`src/rtl/pcm_serial_rx.sv`:
```
// PCM serial receiver: deserialises MSB-first 16-bit linear PCM words framed by a
// short fsync pulse and queues them in a small FIFO for the downstream compressor.
module pcm_serial_rx #(
  parameter int unsigned DEPTH = 4,  // FIFO depth in words, power of two, 2..16
  parameter int unsigned LVLW  = 3   // log2(DEPTH)+1
) (
  input  logic            clk,
  input  logic            reset,
  input  logic            bit_en,
  input  logic            fsync,
  input  logic            sdin,
  output logic [15:0]     pcm_data,
  output logic            pcm_valid,
  input  logic            pcm_ready,
  output logic [LVLW-1:0] fifo_level,
  output logic            overrun,
  input  logic            ovr_clr,
  output logic            frame_err
);

  localparam int unsigned PtrW = $clog2(DEPTH);

  typedef enum logic [0:0] {StIdle, StShift} state_e;

  // Deserialiser state
  state_e      state_q, state_d;
  logic [3:0]  bcnt_q, bcnt_d;
  // Only the first 15 bits need storing; the 16th comes straight from sdin.
  logic [14:0] sreg_q, sreg_d;
  logic        frame_err_q, frame_err_d;
  logic        word_push;
  logic [15:0] word;

  // FIFO state
  logic [15:0]     mem [DEPTH];
  logic [PtrW-1:0] wr_ptr_q, wr_ptr_d;
  logic [PtrW-1:0] rd_ptr_q, rd_ptr_d;
  logic [LVLW-1:0] count_q, count_d;
  logic            overrun_q, overrun_d;
  logic            full;
  logic            pop;
  logic            wr_en;
  logic            drop;

  // Frame FSM: next state, bit counter, shift register, word completion and framing error
  always_comb begin
    state_d     = state_q;
    bcnt_d      = bcnt_q;
    sreg_d      = sreg_q;
    frame_err_d = 1'b0;
    word_push   = 1'b0;
    word        = {sreg_q, sdin};
    if (bit_en) begin
      unique case (state_q)
        StIdle: begin
          if (fsync) begin
            state_d = StShift;
            bcnt_d  = 4'd0;
            sreg_d  = '0;
          end
        end
        StShift: begin
          if (bcnt_q == 4'd15) begin
            // Last bit completes the word even when fsync arrives with it;
            // that fsync then opens the next frame immediately.
            word_push = 1'b1;
            bcnt_d    = 4'd0;
            sreg_d    = '0;
            state_d   = fsync ? StShift : StIdle;
          end else if (fsync) begin
            // Early sync: drop the partial word and resynchronise on this pulse.
            frame_err_d = 1'b1;
            bcnt_d      = 4'd0;
            sreg_d      = '0;
          end else begin
            sreg_d = {sreg_q[13:0], sdin};
            bcnt_d = bcnt_q + 4'd1;
          end
        end
        default: state_d = StIdle;
      endcase
    end
  end

  // Frame FSM registers
  always_ff @(posedge clk or posedge reset) begin
    if (reset) begin
      state_q     <= StIdle;
      bcnt_q      <= 4'd0;
      sreg_q      <= '0;
      frame_err_q <= 1'b0;
    end else begin
      state_q     <= state_d;
      bcnt_q      <= bcnt_d;
      sreg_q      <= sreg_d;
      frame_err_q <= frame_err_d;
    end
  end

  assign full      = (count_q == LVLW'(DEPTH));
  assign pcm_valid = (count_q != '0);
  assign pop       = pcm_valid & pcm_ready;
  // A full FIFO still accepts a push when the head leaves on the same edge.
  assign wr_en     = word_push & (~full | pop);
  assign drop      = word_push & full & ~pop;

  // FIFO pointer, occupancy and sticky overrun next-state
  always_comb begin
    wr_ptr_d  = wr_ptr_q;
    rd_ptr_d  = rd_ptr_q;
    count_d   = count_q;
    overrun_d = overrun_q;
    if (wr_en) begin
      wr_ptr_d = wr_ptr_q + 1'b1;
    end
    if (pop) begin
      rd_ptr_d = rd_ptr_q + 1'b1;
    end
    unique case ({wr_en, pop})
      2'b10:   count_d = count_q + 1'b1;
      2'b01:   count_d = count_q - 1'b1;
      default: count_d = count_q;
    endcase
    // A new drop beats a simultaneous clear.
    if (drop) begin
      overrun_d = 1'b1;
    end else if (ovr_clr) begin
      overrun_d = 1'b0;
    end
  end

  // FIFO control registers
  always_ff @(posedge clk or posedge reset) begin
    if (reset) begin
      wr_ptr_q  <= '0;
      rd_ptr_q  <= '0;
      count_q   <= '0;
      overrun_q <= 1'b0;
    end else begin
      wr_ptr_q  <= wr_ptr_d;
      rd_ptr_q  <= rd_ptr_d;
      count_q   <= count_d;
      overrun_q <= overrun_d;
    end
  end

  // FIFO storage; contents are only observable through valid-gated pcm_data
  always_ff @(posedge clk) begin
    if (wr_en) begin
      mem[wr_ptr_q] <= word;
    end
  end

  assign pcm_data   = pcm_valid ? mem[rd_ptr_q] : 16'h0000;
  assign fifo_level = count_q;
  assign overrun    = overrun_q;
  assign frame_err  = frame_err_q;

endmodule

```
`config.mk`:
```
export PLATFORM = sky130hd
export DESIGN_NAME = pcm_serial_rx
export DESIGN_NICKNAME = d
export VERILOG_FILES = /design/src/rtl/pcm_serial_rx.sv
export SDC_FILE = /design/constraint.sdc
export NUM_CORES = 1
export LEC_CHECK = 0
export ABC_AREA = 1
export BUFFER_PORTS_ARGS = -buffer_cell sky130_fd_sc_hd__buf_2
export CAP_MARGIN = 20
export CORE_AREA = 2 2 96 98
export CTS_CLUSTER_DIAMETER = 40
export DETAILED_ROUTE_END_ITERATION = 10
export DIE_AREA = 0 0 98 100
export HOLD_SLACK_MARGIN = 0.1
export RECOVER_POWER = 25
export SLEW_MARGIN = 20
export SYNTH_ARGS = -nofsm -noshare
export SYNTH_HDL_FRONTEND = slang
export SYNTH_SLANG_ARGS = --single-unit
```
`constraint.sdc`:
```
create_clock -name clk -period 3.9 [get_ports clk]
set_input_delay 0.195 -clock clk [delete_from_list [all_inputs] [get_ports clk]]
set_output_delay 0.195 -clock clk [all_outputs]
set_load 0.005 [all_outputs]
```
==> impl_metrics.ini, run 1 <==
[status]
status = finished clean

[yosys]
synth_nets = 344
netlist_area_um2 = 3830
ys_warn_count = 0
synth-compound-area-share = 0.0987
syn_inst = 331
yosys.area_share.simple = 0.120
yosys_register_bits = 93
synth_mux_area_frac = 0.00262
synth_top_family_by_area = simple AND/OR/NAND/NOR gates
synthAdderAreaFrac = 0.0216
ys_seq_area_frac = 0.692
synth.distinct_cells = 29
synth_xor_area_frac = 0.00915
syn_area_per_cell_um2 = 11.6

[power]
comb_power_share = 0.294
pwr-share-seq = 0.459
p_per_area_nw_per_um2 = 579
p_leak_nw = 1.68
p_sw_uw = 856
p_int_mw = 1.63
swShare = 0.344
vdd_ir_drop_max_v = 0.000303
clkPwrFrac = 0.247

[floorplanning]
die_width_um = 98
dieArea_um2 = 9800
core_um2 = 8890
die_y_um = 100
io_pins = 29
rows = 35
start_util = 0.431

[timing]
fmax_mhz = 411
rsz0062_at_grt = no
post-route-period-util = 0.624
min_period_ns = 2.43
skew_ns = 0.0126
setup_viol = 0
hold_slack_ns = 0.118
fin_ws_ns = 1.47
setup_tns_ns = 0
slew_violations = 0
worst_pin_slew_ns = 0.672
finalHoldViolations = 0
relSlewSlack = 0.552

[route]
via_per_inst = 4.98
vias = 2400
drc = 0
drtPass1Iterations = 4
drt_iter0_drc = 143
wl_per_cell_um = 14.4
drtAntennaViolNets = 0
drt_wl_total_um = 6930

[critical_path]
critPathArrivalTime_ns = 2.24
critPathKind = reg2out
worstPathRequired_ns = 3.70
start_kind = register
cp-end-kind = output pin
crit_path_max_fanout = 18

[place]
hpwlAfterDp_um = 4210
place_ws_ns = 1.82
place_congestion = 0.839
io_buffers = 28

[clocking]
cts.clk_slew.worst_paths_ns = 0.09
cts_resized = 0
cts_tree = done
clk_latency_ns = 0.36
cts-htree-levels = 3
cts_root_buf = clkbuf_8
cts_hold_buf = 3
cts-buffers-inserted = 9
cts_max_path_buffers = 2
clock_sinks = 93
post_cts_buffers = 0

[grt]
grt_pass1_vias = 2434
track_usage = 0.151
antenna_found_initial = 0
grt_max_degree = 34
grt_pass1_wl_um = 11400
gr-total-overflow = 0

[final_layout]
nets = 379
num_antenna_cells = 0
nFillCells = 803
area.growth.synth_to_final_pct = 12.4
drive_gt1_frac = 0.167

[flow_run]
cap_violations = 0

[worst_hold_path]
hold_path.class = in2reg
## state kept, by name, indices dropped and copies added (netlist names)
signal	count
state_q	1
frame_err	1
sreg_q	15
rd_ptr_q	2
overrun	1
mem	64
fifo_level	3
wr_ptr_q	2
bcnt_q	4
## cell usage after synthesis
cell | count | area, um2
buf_4 | 2 | 15.0
o21ai_0 | 34 | 170
nor2_2 | 1 | 6.26
nand4_2 | 1 | 12.5
inv_1 | 36 | 135
ha_1 | 5 | 62.6
nand2_4 | 2 | 22.5
o21ai_1 | 2 | 10.0
nor3_1 | 1 | 5.00
buf_6 | 1 | 11.3
a21oi_1 | 19 | 95.1
o22ai_1 | 15 | 93.8
inv_2 | 2 | 7.51
nand3_1 | 8 | 40.0
dfrtp_1 | 29 | 726
nor2_1 | 74 | 278
xor2_1 | 4 | 35.0
a21oi_2 | 1 | 8.76
nor2_4 | 1 | 11.3
clkbuf_2 | 1 | 5.00
clkbuf_1 | 3 | 11.3
nand2_2 | 2 | 12.5
fa_1 | 1 | 20.0
buf_2 | 6 | 30.0
edfxtp_1 | 64 | 1920
nand3_2 | 2 | 20.0
nand2_1 | 12 | 45.0
mux2i_1 | 1 | 10.0
nand4_1 | 1 | 6.26
## metrics by stage
step | cells | area [um2] | power [mW] | util
after global placement | 463 | 4080 | 1.89 | 0.459
final | 482 | 4300 | 2.49 | 0.484
after floorplan | 331 | 3830 | 1.65 | -
after global routing | 482 | 4300 | 2.66 | 0.484
after detailed placement | 463 | 4080 | 1.90 | 0.459
after CTS | 482 | 4300 | 2.51 | 0.484
## placed cells by master, fill, tap and decap left out, drive strengths merged
| cell | count |
|---|---|
| buf | 34 |
| clkinv | 1 |
| inv | 41 |
| nor2 | 76 |
| dlygate4sd3 | 3 |
| nand4 | 2 |
| clkbuf | 10 |
| edfxtp | 64 |
| xor2 | 4 |
| dfrtp | 29 |
| ha | 5 |
| nand2 | 16 |
| mux2i | 1 |
| a21oi | 20 |
| o21ai | 36 |
| fa | 1 |
| nand3 | 10 |
| clkinvlp | 2 |
| nor3 | 1 |
| o22ai | 15 |
## power groups by stage
stage                     sequential, mW  combinational, mW  clock [mW]
after global placement              1.16              0.734           0
after detailed placement            1.16              0.738           0
after CTS                           1.14              0.747       0.623
after floorplan                     1.13              0.525           0
after global routing                1.15              0.845       0.665
final                               1.14              0.733       0.615
## worst max-delay path: stages (launching register included)
cell and delay, ns:
dfrtp_1 0.79, inv_1 0.51, nor2_1 0.22, o21ai_0 0.10
a21oi_1 0.13, buf_2 0.13
## area by class of cell
cell class                      instances  area (um2)  share of cell area
Timing Repair Buffer                   37         215              0.0500
Sequential cell                        93        2650               0.615
Tap cell                              111         139              0.0323
Multi-Input combinational cell        187         965               0.224
Clock buffer                           10         138              0.0320
Inverter                               38         143              0.0332
Clock inverter                          6        55.1              0.0128
## layer usage
layer	GRT usage	part of all wire	up-vias
met1	0.186	0.44	1141
li1	-	-	1189
met3	0.0292	0.047	15
met4	0.0716	0.024	0
met2	0.257	0.49	55
met5	0	0	-
## cells by family (layout without fill, tap and decap cells)
kind of cell             after synthesis  after routing
AO/OA/AOI/OAI                         71             71
XOR/XNOR                               4              4
adder cells (fa/ha/maj)                6              6
buffers and inverters                 51             91
flip-flops                            93             93
multiplexers                           1              1
AND/OR/NAND/NOR                      105            105
## path summary, 6_finish.rpt
check	startpoint	to	slack, ns	depth (start not counted)
worst max-delay path	rd_ptr_q[1]	pcm_data[6]	1.47	5
worst min-delay path	fsync	frame_err	0.12	3
worst max register to register	bcnt_q[0]	fifo_level[2]	2.06	11
worst min register to register	sreg_q[9]	mem[2][10]	0.53	0
max in group asynchronous	reset	sreg_q[7]	3.18	4
min in group asynchronous	reset	sreg_q[8]	0.44	4
(Power assumes the default switching activity.)
==> run 2, diff against run 1 <==
--- a/config.mk
+++ b/config.mk
@@ -5,7 +5,7 @@
 export SDC_FILE = /design/constraint.sdc
 export NUM_CORES = 1
 export LEC_CHECK = 0
-export ABC_AREA = 1
+export ABC_AREA = 0
 export BUFFER_PORTS_ARGS = -buffer_cell sky130_fd_sc_hd__buf_2
 export CAP_MARGIN = 20
 export CORE_AREA = 2 2 96 98
==> constraint.sdc (replaced) <==
create_clock -name clk -period 2.33 [get_ports clk]
set_input_delay 0.1165 -clock clk [delete_from_list [all_inputs] [get_ports clk]]
set_output_delay 0.1165 -clock clk [all_outputs]
set_load 0.005 [all_outputs]
==> run 2 against run 1 <==
Via count down 15%. Cell count down 21%. Sequential power up 61%. Wire length down 5.2%. Worst hold slack better by 0.0047 ns. Critical path depth up 3. Synthesized cell count down 33%. Largest power group unchanged. Highest routed layer unchanged.
==> impl_metrics.ini, run 2 <==
[place]
place_congestion = 0.772
hpwlAfterDp_um = 3960
io_buffers = 28

[route]
wl_per_cell_um = 17.2
drtPass1Iterations = 6
via_per_inst = 5.36
vias = 2044
drtAntennaViolNets = 0
drc = 0
drt_wl_total_um = 6570
drt_iter0_drc = 34

[worst_hold_path]
hold_path.class = in2reg

[clocking]
cts_tree = done
cts_max_path_buffers = 2
clock_sinks = 93
cts-buffers-inserted = 9
clk_latency_ns = 0.35
cts_root_buf = clkbuf_8
cts-htree-levels = 3
cts.clk_slew.worst_paths_ns = 0.08

[timing]
finalHoldViolations = 0
post-route-period-util = 0.909
min_period_ns = 2.12
setup_tns_ns = 0
slew_violations = 0
worst_pin_slew_ns = 0.395
skew_ns = 0.00930
setup_viol = 0
relSlewSlack = 0.737
fmax_mhz = 472
rsz0062_at_grt = no

[yosys]
ys_seq_area_frac = 0.683
ys_top_cells_by_count = 64 x edfxtp_1, 29 x dfrtp_1, 20 x and2_1
synth.distinct_cells = 48
synth_top_area_frac = 0.496
ys_warn_count = 0
synth_flop_cell = edfxtp_1
synth_nets = 235
synth_edf_count = 64
syn_inst = 222
syn_area_per_cell_um2 = 17.5
synthTopCellsByArea = edfxtp_1 50%, dfrtp_1 19%, mux4_2 8.7%, a22o_1 4.1%, and2_1 3.2%
yosysTopAreaCell = edfxtp_1
async_flop_share = 0.312
netlist_area_um2 = 3880
yosys_register_bits = 93
synth.most_common_cell = edfxtp_1

[grt]
track_usage = 0.145
gr-total-overflow = 0
grt_pass1_vias = 2096
antenna_found_initial = 0
grt_max_degree = 30
grt_pass1_wl_um = 10800

[final_layout]
nets = 278
mostFrequentLayoutCell = edfxtp_1
num_antenna_cells = 0
top_regs = mem: 64 flops, sreg_q: 15 flops, bcnt_q: 4 flops
seq_area_um2 = 2650
largest_register_ffs = 64
final_cell_mix = 64 x edfxtp_1, 29 x dfrtp_1, 27 x buf_2
area.growth.synth_to_final_pct = 12.8
nFillCells = 779
drive_gt1_frac = 0.296
multi_input_area_um2 = 1110
top_register = mem

[critical_path]
reg2reg_slack_ns = 0.21
critPathArrivalTime_ns = 2.38
crit_path_max_fanout = 5
start_kind = register
critPathKind = reg2reg
cp-end-kind = register
worstPathRequired_ns = 2.59

[power]
p_leak_nw = 1.66
p_per_area_nw_per_um2 = 923
finalPower_mw = 4.04
vdd_ir_drop_max_v = 0.000327

[floorplanning]
start_util = 0.436
die_width_um = 98
die_y_um = 100
rows = 35
core_um2 = 8890
io_pins = 29
dieArea_um2 = 9800

[status]
status = finished clean

[flow_run]
cap_violations = 0
run 2: path summary, 6_finish.rpt:
kind,start,end,cells after the start
max in group asynchronous,reset,bcnt_q[3],4
min in group asynchronous,reset,sreg_q[3],4
worst max register to register,bcnt_q[0],fifo_level[1],8
worst min-delay path,bit_en,state_q,2
worst min register to register,sreg_q[14],mem[1][15],0
worst max-delay path,bcnt_q[0],fifo_level[1],8
run 2: worst max-delay path: stages, from the launching register on:
cell      delay (ns)
dfrtp_1         0.42
ha_2            0.22
and2_2          0.21
nand2_4         0.11
nand3_1         0.10
fa_1            0.49
a41oi_1         0.17
o21ai_1         0.10
a221oi_2        0.21
run 2: cell type report:
type	instances	area share
timing repair buffer	45	0.0638
inverter	7	0.00601
sequential	93	0.605
multi-input combinational	109	0.255
tap	111	0.0318
clock inverter	5	0.00830
clock buffer	11	0.0300
run 2: layer usage:
| layer | GRT usage | wire [um] | up-vias | part of all wire |
|---|---|---|---|---|
| met2 | 0.239 | 3310 | 23 | 0.50 |
| met4 | 0.0524 | 68 | 0 | 0.010 |
| met1 | 0.191 | 3050 | 1066 | 0.46 |
| li1 | - | - | 949 | - |
| met3 | 0.0341 | 149 | 6 | 0.023 |
| met5 | 0 | 0 | - | 0 |
run 2: timing repair:
action                                  4_1_cts  5_1_grt
gates resized for setup                       0        2
hold endpoints to repair                     38        0
buffers inserted                              0        0
hold buffers                                  5        0
endpoints found under the setup margin        0        1
run 2: per-stage QoR:
step / cells / hold WS [ns] / util / cell area [um2] / setup slack (ns)
final: 381 / 0.122 / 0.492 / 4370 / 0.213
after global routing: 381 / 0.128 / 0.492 / 4370 / 0.111
after CTS: 381 / 0.101 / 0.491 / 4370 / 0.163
after detailed placement: 360 / 0.222 / 0.467 / 4150 / 0.170
after global placement: 360 / 0.222 / 0.467 / 4150 / 0.218
after floorplan: 222 / 0.195 / - / 3880 / 0.202
run 2: kinds of logic after synthesis:
group | after synthesis | share of synthesized area
muxes | 20 | 0.105
xor gates and xnor gates | 4 | 0.00904
buffers and inverters | 20 | 0.0316
AOI/OAI and AO/OA | 35 | 0.0768
DFF | 93 | 0.683
and+or+nand+nor | 44 | 0.0733
adders and majority gates | 6 | 0.0213
run 2: power by group:
| part | internal (mW) | leakage [nW] | total, mW | switching, mW |
|---|---|---|---|---|
| clock | 0.390 | 0.0760 | 0.927 | 0.536 |
| sequential | 1.80 | 0.939 | 1.84 | 0.0358 |
| combinational | 0.650 | 0.641 | 1.27 | 0.620 |
==> run 3, diff against run 2 <==
--- a/config.mk
+++ b/config.mk
@@ -5,7 +5,7 @@
 export SDC_FILE = /design/constraint.sdc
 export NUM_CORES = 1
 export LEC_CHECK = 0
-export ABC_AREA = 0
+export ABC_AREA = 1
 export BUFFER_PORTS_ARGS = -buffer_cell sky130_fd_sc_hd__buf_2
 export CAP_MARGIN = 20
 export CORE_AREA = 2 2 96 98
==> run 3 against run 2 <==
Cell count increased by 28%. Critical path depth decreased by 2. Combinational power is essentially flat. Total power rose by 4.2%. Flip-flop and latch count unchanged. Count of clock-buffer cells in the layout shrank 1. Critical path type is now reg2out. Critical endpoint is now pcm_data[13]. Largest power group unchanged.
==> impl_metrics.ini, run 3 (synthesis gave the netlist of run 1 again) <==
[grt]
grt_max_degree = 34
antenna_found_initial = 0
grt_pass1_vias = 2441
track_usage = 0.155
gr-total-overflow = 0
grt_pass1_wl_um = 11700

[final_layout]
num_antenna_cells = 0
mostFrequentLayoutCell = nor2_1
largest_register_ffs = 64
drive_gt1_frac = 0.165
final_cell_mix = 74 x nor2_1, 64 x edfxtp_1, 36 x inv_1
nFillCells = 783
top_register = mem
area.growth.synth_to_final_pct = 13.2
stdcell_area_um2 = 4330
top_regs = mem: 64 flops, sreg_q: 15 flops, bcnt_q: 4 flops
nets = 383

[flow_run]
cap_violations = 0

[critical_path]
cp-end-kind = output pin
critical_path.top_delay_family = buffers and inverters
r2r-start = bcnt_q[0]
worstPathRequired_ns = 2.21
crit_slowest_cell = dfrtp_1
crit_path_max_fanout = 18
reg2reg_slack_ns = 0.52
max_stage_delay_ns = 0.33
start_kind = register
critPathArrivalTime_ns = 1.90
critPathKind = reg2out
r2r_end = fifo_level[2]
cp.buffers_inverters = 3
reg2reg_depth = 11
cp_cell_sequence = buf_4 > inv_1 > nor2_1 > o21ai_0 > a21oi_1 > buf_2

[power]
vdd_ir_drop_max_v = 0.000399
p_per_area_nw_per_um2 = 971
p_leak_nw = 1.71
finalPower_mw = 4.21

[status]
status = finished clean

[floorplanning]
rows = 35
core_um2 = 8890
dieArea_um2 = 9800
die_width_um = 98
die_y_um = 100
start_util = 0.431
io_pins = 29

[route]
via_per_inst = 4.98
drt_iter0_drc = 139
wl_per_cell_um = 14.6
drtAntennaViolNets = 0
drtPass1Iterations = 4
drt_wl_total_um = 7080
vias = 2422
drc = 0

[timing]
rsz0062_at_grt = no
post-route-period-util = 0.867
min_period_ns = 2.02
hold_slack_ns = 0.127
relSlewSlack = 0.563
setup_tns_ns = 0
slew_violations = 0
fmax_mhz = 495
skew_ns = 0.0163
finalHoldViolations = 0
setup_viol = 0
worst_pin_slew_ns = 0.655

[place]
dpl_cell_area_um2 = 4090
hpwlAfterDp_um = 4460
place_congestion = 0.780
io_buffers = 28

[clocking]
cts-buffers-inserted = 9
cts-htree-levels = 3
cts_tree = done
clock_sinks = 93
cts_max_path_buffers = 2
clk_latency_ns = 0.36
cts_root_buf = clkbuf_8
cts.clk_slew.worst_paths_ns = 0.08

[worst_hold_path]
hold_depth = 4
hold_path.class = in2reg
min_from = pcm_ready
worst_hold_path.endpoint = overrun
run 3: layout make-up:
class | instances | area (um2) | share of cell area
clock buffers | 10 | 128 | 0.0295
clock inverters | 6 | 62.6 | 0.0144
inverters | 38 | 143 | 0.0329
multi-input cells | 187 | 965 | 0.223
repair buffers | 41 | 249 | 0.0575
well taps | 111 | 139 | 0.0321
flip-flops and latches | 93 | 2650 | 0.611
run 3: per-layer routing:
| metal | wire, um | part of all wire | vias up | GRT usage |
|---|---|---|---|---|
| li1 | - | - | 1200 | - |
| met1 | 3280 | 0.46 | 1164 | 0.200 |
| met2 | 3360 | 0.47 | 46 | 0.248 |
| met3 | 278 | 0.039 | 12 | 0.0320 |
| met4 | 159 | 0.022 | 0 | 0.0865 |
| met5 | 0 | 0 | - | 0 |
run 3: metrics by stage:
| step | utilization | setup slack, ns | instances |
|---|---|---|---|
| final | 0.487 | 0.310 | 486 |
| after global routing | 0.487 | 0.143 | 486 |
| after CTS | 0.488 | 0.304 | 486 |
| after floorplan | - | 0.292 | 331 |
| after global placement | 0.461 | 0.628 | 465 |
| after detailed placement | 0.461 | 0.549 | 465 |
run 3: where the power goes:
part | switching [mW] | internal (mW)
sequential | 0.0849 | 1.81
clock | 0.530 | 0.496
combinational | 0.774 | 0.512
total | 1.39 | 2.82
run 3: worst reg2reg max path: stages (launching register included):
cell	delay (ns)
dfrtp_1	0.41
ha_1	0.23
nand3_2	0.11
nor2_4	0.06
inv_2	0.08
nand2_4	0.07
fa_1	0.43
inv_1	0.09
nand4_1	0.10
nand3_1	0.08
nand2_1	0.05
inv_1	0.04
run 3: worst max-delay path by stage:
stage,cells past startpoint,end,start
after floorplan,5,mem[0][0],bcnt_q[0]
after global placement,11,fifo_level[2],bcnt_q[0]
after detailed placement,11,fifo_level[2],bcnt_q[0]
after CTS,6,pcm_data[12],rd_ptr_q[1]
after global routing,4,pcm_data[14],rd_ptr_q[0]
final,6,pcm_data[13],rd_ptr_q[1]
run 3: repair_timing:
action | in CTS | in global routing
hold buffers | 5 | 0
gates resized for setup | 0 | 0
endpoints found under the hold margin | 37 | 0
setup buffers | 0 | 0
